[src/rtl/array_op_scheduler.sv]
// Command scheduler feeding one array operation at a time to the WL/BL/SL row controllers.
// Optional: define ARRAY_SCHED_VERIFY_EN for program-and-verify writes with WL voltage stepping.
module array_op_scheduler #(
  parameter int         CMD_DEPTH = 4,
  parameter logic [7:0] TIMEOUT   = 8'd255,
  parameter logic [2:0] MAX_RETRY = 3'd3,
  parameter logic [7:0] VOL_STEP  = 8'd4
) (
  input  logic       sys_clk,
  input  logic       sys_rst_n,
  input  logic       cmd_valid,
  output logic       cmd_ready,
  input  logic       cmd_mode,
  input  logic [4:0] cmd_wl_addr,
  input  logic [4:0] cmd_bl_addr,
  input  logic [7:0] cmd_wl_vol,
  input  logic [7:0] cmd_target,
  output logic       work_en,
  output logic       work_mode,
  output logic [4:0] wl_addr_in,
  output logic [4:0] bl_addr_in,
  output logic [7:0] wl_digital_vol_in,
  input  logic       op_down_com,
  input  logic       read_down,
  input  logic [7:0] adc_data,
  output logic       rsp_valid,
  input  logic       rsp_ready,
  output logic [1:0] rsp_status,
  output logic [7:0] rsp_data,
  output logic [2:0] rsp_retries,
  output logic       busy
);
  localparam int AW = (CMD_DEPTH > 1) ? $clog2(CMD_DEPTH) : 1;
  localparam int CW = AW + 1;
  localparam logic [CW-1:0] FULL = CW'(CMD_DEPTH);
  localparam logic [1:0] ST_OK   = 2'b00;
  localparam logic [1:0] ST_VFAIL = 2'b01;
  localparam logic [1:0] ST_TOUT = 2'b10;

  typedef enum logic [2:0] {
    IDLE, ISSUE, WAIT_OP, CHECK, RESP
  } state_e;

  state_e        state_q;
  logic [26:0]   mem_q [CMD_DEPTH];
  logic [AW-1:0] wr_ptr_q, rd_ptr_q;
  logic [CW-1:0] cnt_q;
  logic          push, pop, done;
  logic [26:0]   head;

  logic       work_en_q, wmode_q, mode_q;
  logic [4:0] wl_q, bl_q;
  logic [7:0] vol_q, tgt_q, timer_q, adc_q;
  logic [2:0] retries_q;
  logic       rsp_valid_q;
  logic [1:0] rsp_status_q;
  logic [7:0] rsp_data_q;
  logic [2:0] rsp_retries_q;

  assign cmd_ready = (cnt_q != FULL);
  assign push = cmd_valid && cmd_ready;
  assign pop = (state_q == IDLE) && (cnt_q != '0);
  assign head = mem_q[rd_ptr_q];
  assign busy = (state_q != IDLE) || (cnt_q != '0);
  assign done = wmode_q ? op_down_com : read_down;

  assign work_en = work_en_q;
  assign work_mode = wmode_q;
  assign wl_addr_in = wl_q;
  assign bl_addr_in = bl_q;
  assign wl_digital_vol_in = vol_q;
  assign rsp_valid = rsp_valid_q;
  assign rsp_status = rsp_status_q;
  assign rsp_data = rsp_data_q;
  assign rsp_retries = rsp_retries_q;

`ifdef ARRAY_SCHED_VERIFY_EN
  logic [8:0] vol_sum;
  logic [7:0] vol_step_d;
  logic       pass;
  assign vol_sum = {1'b0, vol_q} + {1'b0, VOL_STEP};
  assign vol_step_d = vol_sum[8] ? 8'hFF : vol_sum[7:0];
  assign pass = (adc_q >= tgt_q);
`else
  logic unused_cfg;
  assign unused_cfg = ^{tgt_q, MAX_RETRY, VOL_STEP};
`endif

  always_ff @(posedge sys_clk) begin
    if (push)
      mem_q[wr_ptr_q] <= {cmd_mode, cmd_wl_addr, cmd_bl_addr, cmd_wl_vol, cmd_target};
  end

  always_ff @(posedge sys_clk or negedge sys_rst_n) begin
    if (!sys_rst_n) begin
      wr_ptr_q <= '0;
      rd_ptr_q <= '0;
      cnt_q <= '0;
    end else begin
      if (push) wr_ptr_q <= wr_ptr_q + AW'(1);
      if (pop) rd_ptr_q <= rd_ptr_q + AW'(1);
      case ({push, pop})
        2'b10: cnt_q <= cnt_q + CW'(1);
        2'b01: cnt_q <= cnt_q - CW'(1);
        default: cnt_q <= cnt_q;
      endcase
    end
  end

  always_ff @(posedge sys_clk or negedge sys_rst_n) begin
    if (!sys_rst_n) begin
      state_q <= IDLE;
      work_en_q <= 1'b0;
      wmode_q <= 1'b0;
      mode_q <= 1'b0;
      wl_q <= '0;
      bl_q <= '0;
      vol_q <= '0;
      tgt_q <= '0;
      timer_q <= '0;
      adc_q <= '0;
      retries_q <= '0;
      rsp_valid_q <= 1'b0;
      rsp_status_q <= '0;
      rsp_data_q <= '0;
      rsp_retries_q <= '0;
    end else begin
      unique case (state_q)
        IDLE: begin
          if (pop) begin
            mode_q <= head[26];
            wmode_q <= head[26];
            wl_q <= head[25:21];
            bl_q <= head[20:16];
            vol_q <= head[15:8];
            tgt_q <= head[7:0];
            retries_q <= '0;
            work_en_q <= 1'b1;
            state_q <= ISSUE;
          end
        end
        ISSUE: begin
          work_en_q <= 1'b0;
          timer_q <= TIMEOUT;
          state_q <= WAIT_OP;
        end
        WAIT_OP: begin
          // completion beats a coinciding timer expiry
          if (done) begin
            if (!wmode_q) adc_q <= adc_data;
            state_q <= CHECK;
          end else if (timer_q <= 8'd1) begin
            rsp_valid_q <= 1'b1;
            rsp_status_q <= ST_TOUT;
            rsp_data_q <= '0;
            rsp_retries_q <= retries_q;
            state_q <= RESP;
          end else begin
            timer_q <= timer_q - 8'd1;
          end
        end
        CHECK: begin
`ifdef ARRAY_SCHED_VERIFY_EN
          if (mode_q && wmode_q) begin
            wmode_q <= 1'b0;
            work_en_q <= 1'b1;
            state_q <= ISSUE;
          end else if (mode_q && !pass && retries_q < MAX_RETRY) begin
            retries_q <= retries_q + 3'd1;
            vol_q <= vol_step_d;
            wmode_q <= 1'b1;
            work_en_q <= 1'b1;
            state_q <= ISSUE;
          end else begin
            rsp_valid_q <= 1'b1;
            rsp_status_q <= (mode_q && !pass) ? ST_VFAIL : ST_OK;
            rsp_data_q <= adc_q;
            rsp_retries_q <= retries_q;
            state_q <= RESP;
          end
`else
          rsp_valid_q <= 1'b1;
          rsp_status_q <= ST_OK;
          rsp_data_q <= mode_q ? 8'd0 : adc_q;
          rsp_retries_q <= retries_q;
          state_q <= RESP;
`endif
        end
        RESP: begin
          if (rsp_ready) begin
            rsp_valid_q <= 1'b0;
            state_q <= IDLE;
          end
        end
        default: state_q <= IDLE;
      endcase
    end
  end
endmodule

[config.mk]
export PLATFORM = sky130hd
export DESIGN_NAME = array_op_scheduler
export DESIGN_NICKNAME = d
export VERILOG_FILES = /design/src/rtl/array_op_scheduler.sv
export SDC_FILE = /design/constraint.sdc
export NUM_CORES = 1
export LEC_CHECK = 0
export ABC_AREA = 1
export CAP_MARGIN = 20
export CORE_MARGIN = 2
export CORE_UTILIZATION = 54
export DETAILED_ROUTE_END_ITERATION = 6
export GPL_ROUTABILITY_DRIVEN = 0
export PLACE_DENSITY = 0.79
export SLEW_MARGIN = 20
export SYNTH_ARGS = -nofsm -noshare
export SYNTH_HDL_FRONTEND = slang
export SYNTH_SLANG_ARGS = --single-unit
[constraint.sdc]
create_clock -name sys_clk -period 2.9 [get_ports sys_clk]
set_input_delay 0.87 -clock sys_clk [delete_from_list [all_inputs] [get_ports sys_clk]]
set_output_delay 0.87 -clock sys_clk [all_outputs]
set_load 0.03 [all_outputs]
==> results.json, run 1 <==
{
  "leakage_nw": 2.935,
  "clkPwrFrac": 0.255,
  "num-nets-final": 661,
  "rows": 36,
  "routed_via_density": 5.177,
  "numPortBuffers": 64,
  "drive_above_1_share": 0.08960,
  "place_ws_ns": 0.3759,
  "grt_start_max_net_pins": 40,
  "die_h_um": 104.8,
  "cp.depth": 5,
  "grt_usage": 0.2221,
  "min_period_ns": 2.653,
  "p_per_area_nw_per_um2": 1173,
  "ff2ff_path_depth": 11,
  "cp-end-kind": "primary output",
  "drt-pass1-iter-count": 4,
  "synth_area_um2": 5490,
  "drc": 0,
  "finalSetupViolations": 0,
  "ys_ff_latch": 132,
  "yosys-mux-area-fraction": 0,
  "crit_path_max_incr_delay_ns": 0.42,
  "p_comb_frac": 0.378,
  "cp_common_cell": "nor2_1",
  "skew_ns": 0.005702,
  "routed_wl_mm": 11.32,
  "hold_viol": 0,
  "num_antenna_cells": 0,
  "crit_buf_inv": 2,
  "start_util": 0.5591,
  "ant_nets": 0,
  "slowest_stage": "dfrtp_1",
  "core_area_um2": 9819,
  "pin_count": 77,
  "routed-via-count": 3924,
  "seq_power_share": 0.367,
  "cts_made_buffers": 17,
  "drtIter0Drc": 244,
  "cts_max_path_buffers": 2,
  "crit_fanout": 5,
  "ys_warn_count": 0,
  "tightestPinTransition_ns": 0.7846,
  "synth_compound_area_frac": 0.06290,
  "die_w_um": 104.8,
  "synth-seq-area-share": 0.6709,
  "synthSimpleGateAreaFrac": 0.1907,
  "syn-mean-instance-area_um2": 10.30,
  "hold_path.class": "input port to async pin",
  "outcome": "finished clean",
  "cts_root_buf": "clkbuf_8",
  "clock.fmax_ghz": 0.3769,
  "syn_inst": 533,
  "r2r_start": "state_q[1]",
  "postLayoutCoreUtil": 0.7001,
  "grt_overflow": 0,
  "clk_pin_slew_ns": 0.06,
  "crit_type": "flip-flop to primary output",
  "power_switching_mw": 3.142,
  "grt_pass1_vias": 3970,
  "switching_share": 0.3897,
  "synth_xor_area_frac": 0.007976,
  "grt_setup_unrepaired": "false",
  "fin_ws_ns": 0.2470,
  "p_int_mw": 4.922,
  "rrSetupSlack_ns": 0.83,
  "cp_top_family": "simple AND/OR/NAND/NOR gates",
  "grt_pass1_wl_mm": 18.92,
  "synthAdderAreaFrac": 0.01960,
  "r2r_end": "cnt_q[2]",
  "synth_area_leader_cell": "edfxtp_1",
  "worst_slew_margin_rel": 0.4770,
  "synth_cell_types": 24,
  "post-route-period-util": 0.9148,
  "yosysTopAreaCellShare": 0.4157,
  "place_area_um2": 6300,
  "whs_ns": 0.3924,
  "setup_tns_ns": 0,
  "cts_max_level": 4,
  "ir_worst_vdd_uv": 652.1,
  "report.final.slew_viol_count": 0,
  "ys_top_cells_by_area": "edfxtp_1, dfrtp_1, nand2_1",
  "cp.required_ns": 2.03,
  "routedWlPerCell_um": 14.93,
  "area_growth_pct": 25.21,
  "cp-start-kind": "flip-flop",
  "drv_cap": 0,
  "crit_arrival_ns": 1.78,
  "synth_top_family_by_area": "simple AND/OR/NAND/NOR gates",
  "cp_cell_sequence": "nor2_1 > nand2_1 > nor2_1 > inv_1 > dlygate4sd2_1",
  "tritoncts": "done",
  "clock_sinks": 132,
  "insertion_delay_ns": 0.51,
  "die_area_um2": 10990,
  "layout_common_cells": "nand2_1, nor2_1, edfxtp_1",
  "dp_hpwl_mm": 7.162,
  "layout_commonest_cell": "nand2_1",
  "design_area_um2": 6874,
  "antenna_found_initial": 0
}
registers in the layout, indices dropped and copies added, names as in the netlist:
signal / flops
rsp_data: 8
wl_digital_vol_in: 8
work_en: 1
adc_q: 8
rsp_valid: 1
mode_q: 1
rsp_status: 1
wr_ptr_q: 2
wl_addr_in: 5
mem_q: 76
rd_ptr_q: 2
bl_addr_in: 5
timer_q: 8
state_q: 3
cnt_q: 3
metal layers:
layer	global-route usage	up-vias	wire, um
li1	-	1904	-
met5	0	-	0
met4	0.09048	0	136
met2	0.3827	154	5789
met1	0.2661	1853	4631
met3	0.05739	13	758
how the worst max path moves through the flow:
stage | from | to | slack (ns)
after floorplan | cmd_valid | mem_q[0][10] | 0.62
after global placement | cmd_valid | cnt_q[2] | 0.38
after detailed placement | cmd_valid | cnt_q[2] | 0.38
after CTS | state_q[1] | busy | 0.23
after global routing | state_q[1] | busy | 0.16
final | state_q[1] | busy | 0.25
repair_timing:
item                                   4_1_cts  5_1_grt
setup endpoints to repair                    1        0
buffers inserted                             0        0
endpoints found under the hold margin        0        0
hold buffers                                 0        0
resized for setup                            1        0
power groups by stage:
| stage | clock [mW] | combinational (mW) | sequential [mW] |
|---|---|---|---|
| final | 2.06 | 3.05 | 2.96 |
| after CTS | 2.09 | 3.07 | 2.96 |
| after global routing | 2.18 | 3.42 | 3.02 |
| after detailed placement | 0 | 3.01 | 2.98 |
| after global placement | 0 | 2.89 | 2.95 |
| after floorplan | 0 | 1.77 | 3.22 |
Yosys cell counts:
| library cell | number |
|---|---|
| nand2_1 | 154 |
| nor2_1 | 81 |
| edfxtp_1 | 76 |
| o21ai_0 | 61 |
| dfrtp_1 | 56 |
| inv_1 | 30 |
| nand3_1 | 24 |
| buf_4 | 7 |
| ha_1 | 7 |
| buf_2 | 6 |
| clkbuf_1 | 6 |
| a21oi_1 | 5 |
| buf_6 | 3 |
| o21ai_1 | 3 |
| xor2_1 | 3 |
| nor2_4 | 2 |
| xnor2_1 | 2 |
| clkinv_1 | 1 |
| conb_1 | 1 |
| fa_1 | 1 |
| inv_2 | 1 |
| nand3_2 | 1 |
| nand4_1 | 1 |
| nor2_2 | 1 |
per-stage QoR:
| step | total power [mW] | cells |
|---|---|---|
| CTS | 8.120 | 758 |
| detailed placement | 5.992 | 726 |
| floorplan | 4.993 | 536 |
| global route | 8.626 | 758 |
| finish | 8.064 | 758 |
| global placement | 5.841 | 726 |
kinds of logic (layout without fill, tap and decap cells):
logic type / Yosys count / after routing
compound gates: 69 / 69
other cells: 1 / 4
xor+xnor: 5 / 5
buf+inv: 54 / 143
flops: 132 / 132
simple gates: 264 / 264
fa+ha+maj: 8 / 8
cell type report:
class / count / area [um2]
Timing Repair Buffer: 79 / 759.5
Fill cell: 722 / 2945
Sequential cell: 132 / 3684
Clock buffer: 18 / 427.9
Inverter: 32 / 120.1
Clock inverter: 14 / 147.6
Tap cell: 133 / 166.4
Multi-Input combinational cell: 350 / 1569
Note: power is estimated with default switching activity, not from simulation.
==> run 2: changes to the inputs <==
MAX_ROUTING_LAYER = met4   (was not set)
==> run 2 against run 1 <==
Utilization stayed put; critical path type unchanged; fmax hardly changed; via count is 0.41% higher; sequential power hardly changed; total power hardly changed; global-route usage is 0.68 points higher; cell count stayed put; combinational power hardly changed.
==> results.json, run 2 (synthesized netlist as in run 1, its figures left out) <==
{
  "outcome": "finished clean",
  "fillCellCount": 722,
  "worst_slew_margin_rel": 0.4748,
  "power_switching_mw": 3.149,
  "slowest_stage": "dfrtp_1",
  "start_util": 0.5591,
  "num_antenna_cells": 0,
  "largest_reg_flops": 76,
  "grt_setup_unrepaired": "false",
  "ir_worst_vdd_uv": 651.3,
  "layout_commonest_cell": "nand2_1",
  "crit_fanout": 5,
  "drtIter0Drc": 289,
  "grt_pass1_vias": 3975,
  "hold_viol": 0,
  "cp_common_cell": "nor2_1",
  "grt_start_max_net_pins": 40,
  "hold_path.class": "input port to async pin",
  "cts_root_buf": "clkbuf_8",
  "tritoncts": "done",
  "cp_cell_sequence": "nor2_1 > nand2_1 > nor2_1 > inv_1 > dlygate4sd2_1",
  "finalSetupViolations": 0,
  "routed_wl_mm": 11.44,
  "grt_overflow": 0,
  "dp_hpwl_mm": 7.162,
  "routed_via_density": 5.198,
  "p_per_area_nw_per_um2": 1174,
  "num-nets-final": 661,
  "drc": 0,
  "drv_cap": 0,
  "layout_common_cells": "nand2_1, nor2_1, edfxtp_1",
  "numPortBuffers": 64,
  "seq_power_share": 0.367,
  "clkPwrFrac": 0.255,
  "die_area_um2": 10990,
  "min_period_ns": 2.653,
  "drive_above_1_share": 0.08960,
  "pin_count": 77,
  "area_growth_pct": 25.21,
  "antenna_found_initial": 0,
  "ant_nets": 0,
  "cts_made_buffers": 17,
  "tightestPinTransition_ns": 0.7879,
  "post-route-period-util": 0.9149,
  "cts_max_level": 4,
  "cts_max_path_buffers": 2,
  "leakage_nw": 2.935,
  "cp-start-kind": "flip-flop",
  "setup_tns_ns": 0,
  "design_area_um2": 6874,
  "clock.fmax_ghz": 0.3769,
  "cp-end-kind": "primary output",
  "cp.required_ns": 2.03,
  "routed-via-count": 3940,
  "skew_ns": 0.005437,
  "p_int_mw": 4.922,
  "largest_register": "mem_q",
  "clk_pin_slew_ns": 0.06,
  "cp_top_family": "simple AND/OR/NAND/NOR gates",
  "switching_share": 0.3902,
  "drt-pass1-iter-count": 4,
  "grt_usage": 0.2290,
  "grt_pass1_wl_mm": 18.91,
  "crit_path_max_incr_delay_ns": 0.42,
  "clock_sinks": 132,
  "routedWlPerCell_um": 15.09,
  "crit_buf_inv": 2,
  "die_w_um": 104.8,
  "die_h_um": 104.8,
  "p_comb_frac": 0.379,
  "report.final.slew_viol_count": 0,
  "insertion_delay_ns": 0.51,
  "core_area_um2": 9819,
  "place_area_um2": 6300,
  "crit_type": "flip-flop to primary output",
  "crit_arrival_ns": 1.78,
  "rows": 36
}
-- run 2: cell counts in the layout (fill, tap and decap cells not counted) --
No cell type changed its count.
-- run 2: area by class of cell --
class,instances,area (um2),share of cell area
clock buffers,18,427.9,0.06225
clock inverters,14,147.6,0.02148
inverters,32,120.1,0.01747
multi-input cells,350,1569,0.2282
flip-flops and latches,132,3684,0.5359
well taps,133,166.4,0.02421
repair buffers,79,759.5,0.1105
-- run 2: per-stage QoR --
stage | hold slack, ns | cells | total power [mW] | utilization | worst slack, ns
finish | 0.3922 | 758 | 8.070 | 0.7001 | 0.2469
global route | 0.4310 | 758 | 8.626 | 0.7001 | 0.1529
CTS | 0.3919 | 758 | 8.120 | 0.7001 | 0.2260
global placement | 0.4523 | 726 | 5.841 | 0.6416 | 0.3773
detailed placement | 0.4576 | 726 | 5.992 | 0.6416 | 0.3759
floorplan | 0.4422 | 536 | 4.993 | - | 0.6209
-- run 2: worst register-to-register path: stages (launching register included) --
cell and delay (ns):
dfrtp_1 0.42, nor2_1 0.21, nand2_1 0.10, inv_1 0.09
nand2_1 0.06, inv_1 0.09, ha_1 0.14, inv_1 0.06
fa_1 0.37, a21oi_1 0.14, o21ai_0 0.11, xor2_1 0.15
-- run 2: layer usage --
layer / GRT usage / up-vias / routed length (um) / part of all wire
met3: 0.05989 / 16 / 615 / 0.054
li1: - / 1901 / - / -
met4: 0.08762 / 0 / 153 / 0.013
met2: 0.3813 / 132 / 5854 / 0.51
met5: - / - / 0 / 0
met1: 0.2678 / 1891 / 4817 / 0.42
-- run 2: power by group through the flow --
stage	Combinational, mW	Sequential [mW]	Clock, mW
after global routing	3.42	3.02	2.18
after CTS	3.07	2.96	2.09
after global placement	2.89	2.95	0
after floorplan	1.77	3.22	0
final	3.06	2.96	2.06
after detailed placement	3.01	2.98	0
-- run 2: path summary, 6_finish.rpt --
| path | slack [ns] | end | from | depth (start not counted) |
|---|---|---|---|---|
| setup / recovery | 0.25 | busy | state_q[1] | 5 |
| hold / removal | 0.39 | state_q[1] | sys_rst_n | 1 |
| setup reg to reg | 0.83 | cnt_q[2] | state_q[1] | 11 |
| hold reg to reg | 0.47 | rsp_data[4] | rsp_data[4] | 2 |
| max in group asynchronous | 1.92 | rsp_data[1] | sys_rst_n | 2 |
| min in group sys_clk | 0.47 | rsp_data[4] | rsp_data[4] | 2 |
-- run 2: what timing repair did --
item | CTS | global route
hold buffers | 0 | 0
setup buffers | 0 | 0
endpoints found under the setup margin | 1 | 0
resized for setup | 1 | 0
==> variant 1, RTL diff (flow settings as in run 1) <==
Reset style: synchronous (`sys_rst_n`), changed in 2 clocked blocks.
--- a/src/rtl/array_op_scheduler.sv
+++ b/src/rtl/array_op_scheduler.sv
@@ -93,3 +93,3 @@
 
-  always_ff @(posedge sys_clk or negedge sys_rst_n) begin
+  always_ff @(posedge sys_clk) begin
     if (!sys_rst_n) begin
@@ -109,3 +109,3 @@
 
-  always_ff @(posedge sys_clk or negedge sys_rst_n) begin
+  always_ff @(posedge sys_clk) begin
     if (!sys_rst_n) begin
Function: differs if sys_rst_n is asserted again (counterexample within 4 cycles, from zero or initial values and one cycle with sys_rst_n low); with sys_rst_n held inactive, the same outputs for 10 cycles.
==> variant 1 against run 1 <==
Critical path depth down 2. Via count about the same. Clock skew down 0.00060 ns. Final area down 4.5%. Register-to-register slack better by 0.05 ns. Sequential cell count unchanged. Largest cell class unchanged. Power down 11%. Routed wire length down 4.0%. Synthesized area down 4.7%. Setup slack better by 0.059 ns. Combinational power down 16%.
==> variant 1: results (changes against run 1) <==
Critical path
  • Depth of the most critical reg-to-reg path: 10 (-1)
  • Capturing point of the worst reg2reg path: cnt_q[2]$_SDFFE_PN0P_
  • Crit-path max FO: 3 (-2)
  • Cell family with the largest share of critical-path delay: buffers and inverters
  • Setup slack of the most critical reg-to-reg path: 0.88 ns (+0.05 ns)
  • Slowest CP cell: sky130_fd_sc_hd__clkdlybuf4s50_1
  • Data arrival time of the worst path: 1.72 ns (-0.06 ns)
  • Worst setup path endpoint: cmd_ready

Placed design
  • Worst Setup Slack post-DPL: 0.322 ns (-0.0539 ns)
  • HPWL after detailed placement: 6620 um (-7.5%)
  • Total instance count after detailed placement: 703 (-3.2%)

Drt
  • Average wire length per cell after detail routing: 14.8 um (-0.99%)
  • Length of routed met2 wiring: 5510 um (-4.8%)
  • Ratio of routed vias to standard cells: 5.34 (+3.1%)
  • Detailed-routing wirelength on met1: 4650 um (+0.37%)
  • Met3 WL post-DR: 561 um (-26%)
  • Initial detailed-routing violation count: 291 (+19%)
  • DRT Wirelength: 10900 um (-4.0%)

Yosys
  • Count of cell types in the netlist: 26 (+8.3%)
  • Seq/Total Area, Yosys: 65.1% (-2.0 points)
  • Leading cell types by total area after synthesis: sky130_fd_sc_hd__edfxtp_1, sky130_fd_sc_hd__dfxtp_1, sky130_fd_sc_hd__nor2_1
  • Syn Inst Count: 524 (-1.7%)
  • Post-synth top cells: sky130_fd_sc_hd__nor2_1, sky130_fd_sc_hd__edfxtp_1, sky130_fd_sc_hd__o21ai_0
  • Async set-reset flop share out of synthesis: 0% (-42 points)

Timing
  • Final worst-path cycle share: 89.4% (-2.0 points)
  • Rel. slew slack: 50.8% (+3.1 points)
  • Final hold slack: 0.451 ns (+0.0590 ns)
  • Worst setup skew after layout: 0.00511 ns (-0.000596 ns)

Pwr
  • Total leakage power: 2.42 nW (-18%)
  • Worst vdd rail ir drop: 0.000683 V (+4.8%)

Global route
  • Vias in the first global route: 3799 (-4.3%)
  • Wire length of the first global-routing pass: 17600 um (-7.1%)
  • Overall track demand over capacity in global routing: 22.4% (+0.19 points)
  • Met1 Usage GRT: 27.4% (+0.82 points)
  • GR Util met2: 37.6% (-0.66 points)
  • Met3 routing resource usage after global routing: 5.95% (+0.21 points)

Final layout
  • Net count, final: 643 (-2.7%)
  • Fillcell total: 663 (-8.2%)

Status
  • Outcome: finished, final reports clean

Clock tree
  • Quantity of gates resized following cts: 0 (-1)
[variant 1: cell count changes after synthesis, sizes merged, moves of 11 or more]
cell and change:
nand2 -97, nor2 +35, a21oi +21, o21ai +11, dfrtp -56, dfxtp +56, o22ai +19
[variant 1: final cells by class]
cell class	instances	share of cell area (%)
flip-flops and latches	132	51.8
multi-input cells	335	24.0
repair buffers	74	11.2
clock buffers	17	6.31
well taps	129	2.46
clock inverters	14	2.19
inverters	34	1.94
[variant 1: cell families after synthesis]
kind of cell	count (synthesis)	share of synthesized area (%)
adders and majority gates	8	2.06
other	1	0.0717
buffers and inverters	60	4.95
DFF	132	65.1
and+or+nand+nor	200	15.4
xor gates and xnor gates	1	0.167
AOI/OAI and AO/OA	122	12.3
[variant 1: report_power, final]
part | total [mW] | switching [mW] | internal (mW) | leakage [nW]
registers | 2.60 | 0.211 | 2.39 | 1.16
logic | 2.57 | 1.66 | 0.907 | 1.00
clock network | 1.98 | 0.823 | 1.16 | 0.262
==> variant 2, RTL diff (flow settings as in run 1) <==
Made on the original files. `TIMEOUT`: 8'd255 -> 8'd191.
--- a/src/rtl/array_op_scheduler.sv
+++ b/src/rtl/array_op_scheduler.sv
@@ -4,3 +4,3 @@
   parameter int         CMD_DEPTH = 4,
-  parameter logic [7:0] TIMEOUT   = 8'd255,
+  parameter logic [7:0] TIMEOUT   = 8'd191,
   parameter logic [2:0] MAX_RETRY = 3'd3,
Check against the original RTL: no difference found for any inputs over 10 cycles, from zero or initial values and one cycle with sys_rst_n low; that may be too few to reach the edited logic, so the function may still have changed.
==> variant 2 against run 1 <==
Combinational power rose by 4%. Synthesized area rose by 1.6%. Setup slack got worse by 0.0047 ns. Die area rose by 1.5%. Sequential cell count did not move. Power rose by 3.4%. Routed wire length rose by 1.1%. Register-to-register slack got worse by 0.22 ns. Core utilization fell by 1.3 points. Final area rose by 1.8%. Sequential power fell by 1%. Global-route usage rose by 0.27 points. Clock skew rose by 0.0051 ns. Critical path type unchanged. Largest cell class unchanged. Largest power group unchanged.
==> variant 2: results (changes against run 1) <==
Status
  • Outcome: finished, final reports clean

Drt
  • Number of optimization iterations in the first detailed-route pass: 5 (+1)
  • Average wire length per cell after detail routing: 15.1 um (+0.87%)

Yosys
  • Leading cell types by total area after synthesis: sky130_fd_sc_hd__edfxtp_1, sky130_fd_sc_hd__dfrtp_1, sky130_fd_sc_hd__nand2_1
  • Average cell area after synthesis: 10.4 sq um (+0.84%)
  • Count of cell types in the netlist: 27 (+13%)

Final layout
  • Non-clock buffer area fraction after layout: 10.8% (-0.20 points)
  • Fraction of standard cell area that is sequential: 52.6% (-0.97 points)
  • Share of cell area taken by multi-input logic gates: 23.4% (+0.54 points)
  • Inverter count: 33 (+3.1%)
  • Combined area of the multi-input logic cells: 1640 sq um (+4.2%)
  • Clock-cell share of area: 8.97% (+0.60 points)
  • Number of multi-input combinational cells in the layout: 353 (+0.86%)
  • Number of cells in the finished layout apart from fillers: 760 (+0.26%)
  • Non-clk bufs: 74 (-6.3%)
  • Fraction of final layout cells sized beyond drive strength 1: 11.4% (+2.4 points)
  • Growth of design area from synthesis to finish: 25.5%
  • Fillcell total: 720 (-0.28%)

Critical path
  • Slowest cell delay on critical path: 0.39 ns (-0.03 ns)
  • Cell family with the largest share of critical-path delay: buffers and inverters
  • Crit path launch: cnt_q[0]$_DFFE_PN0P_
  • Setup slack of the most critical reg-to-reg path: 0.61 ns (-0.22 ns)
  • CP Buf/Inv Count: 3 (+1)
  • Crit-path max FO: 3 (-2)

Timing
  • Rel. slew slack: 51.7% (+4.0 points)
  • Worst setup skew after layout: 0.0108 ns (+0.00507 ns)
  • Final hold slack: 0.470 ns (+0.0778 ns)

Global route
  • Maximum number of pins on one net before global-route repair: 57 (+43%)
  • Wire length of the first global-routing pass: 19300 um (+2.0%)
  • Overall track demand over capacity in global routing: 22.5% (+0.27 points)

Pwr
  • Total leakage power: 2.97 nW (+1.3%)
  • Worst vdd rail ir drop: 0.000608 V (-6.7%)
  • Part of the power in registers: 35.0% (-1.7 points)
  • Internal Dissipation: 5.11 mW (+3.9%)

Placed design
  • Total instance count after detailed placement: 728 (+0.28%)
  • DP Area: 6370 sq um (+1.2%)
  • Worst Setup Slack post-DPL: 0.389 ns (+0.0136 ns)
  • HPWL after detailed placement: 6990 um (-2.4%)

Worst hold path
  • Path class of the lowest-slack min-delay path: reg -> reg
-- variant 2: cell count changes in the layout (fill, tap and decap cells not counted), sizes merged --
cell and change:
buf -5, inv +3, bufinv +2, clkinv -2, nor2 +2, clkbuf -1, clkinvlp -1, nand2 +1
nand4 +1, o21ai -1
-- variant 2: kinds of logic (layout without fill, tap and decap cells) --
logic type	Yosys count	after routing	synth area share, %
AOI/OAI and AO/OA	68	68	6.10
other	1	4	0.0672
adders and majority gates	8	8	1.93
buffers and inverters	55	139	5.02
and+or+nand+nor	268	268	20.1
DFF	132	132	66.0
xor gates and xnor gates	5	5	0.785
-- variant 2: routing by layer --
layer | global-route usage [%] | wire length [um] | vias to the layer above
li1 | - | - | 1904
met1 | 26.7 | 4590 | 1899
met2 | 39.0 | 5970 | 149
met3 | 5.26 | 682 | 25
met4 | 10.1 | 211 | 0
met5 | 0 | 0 | -
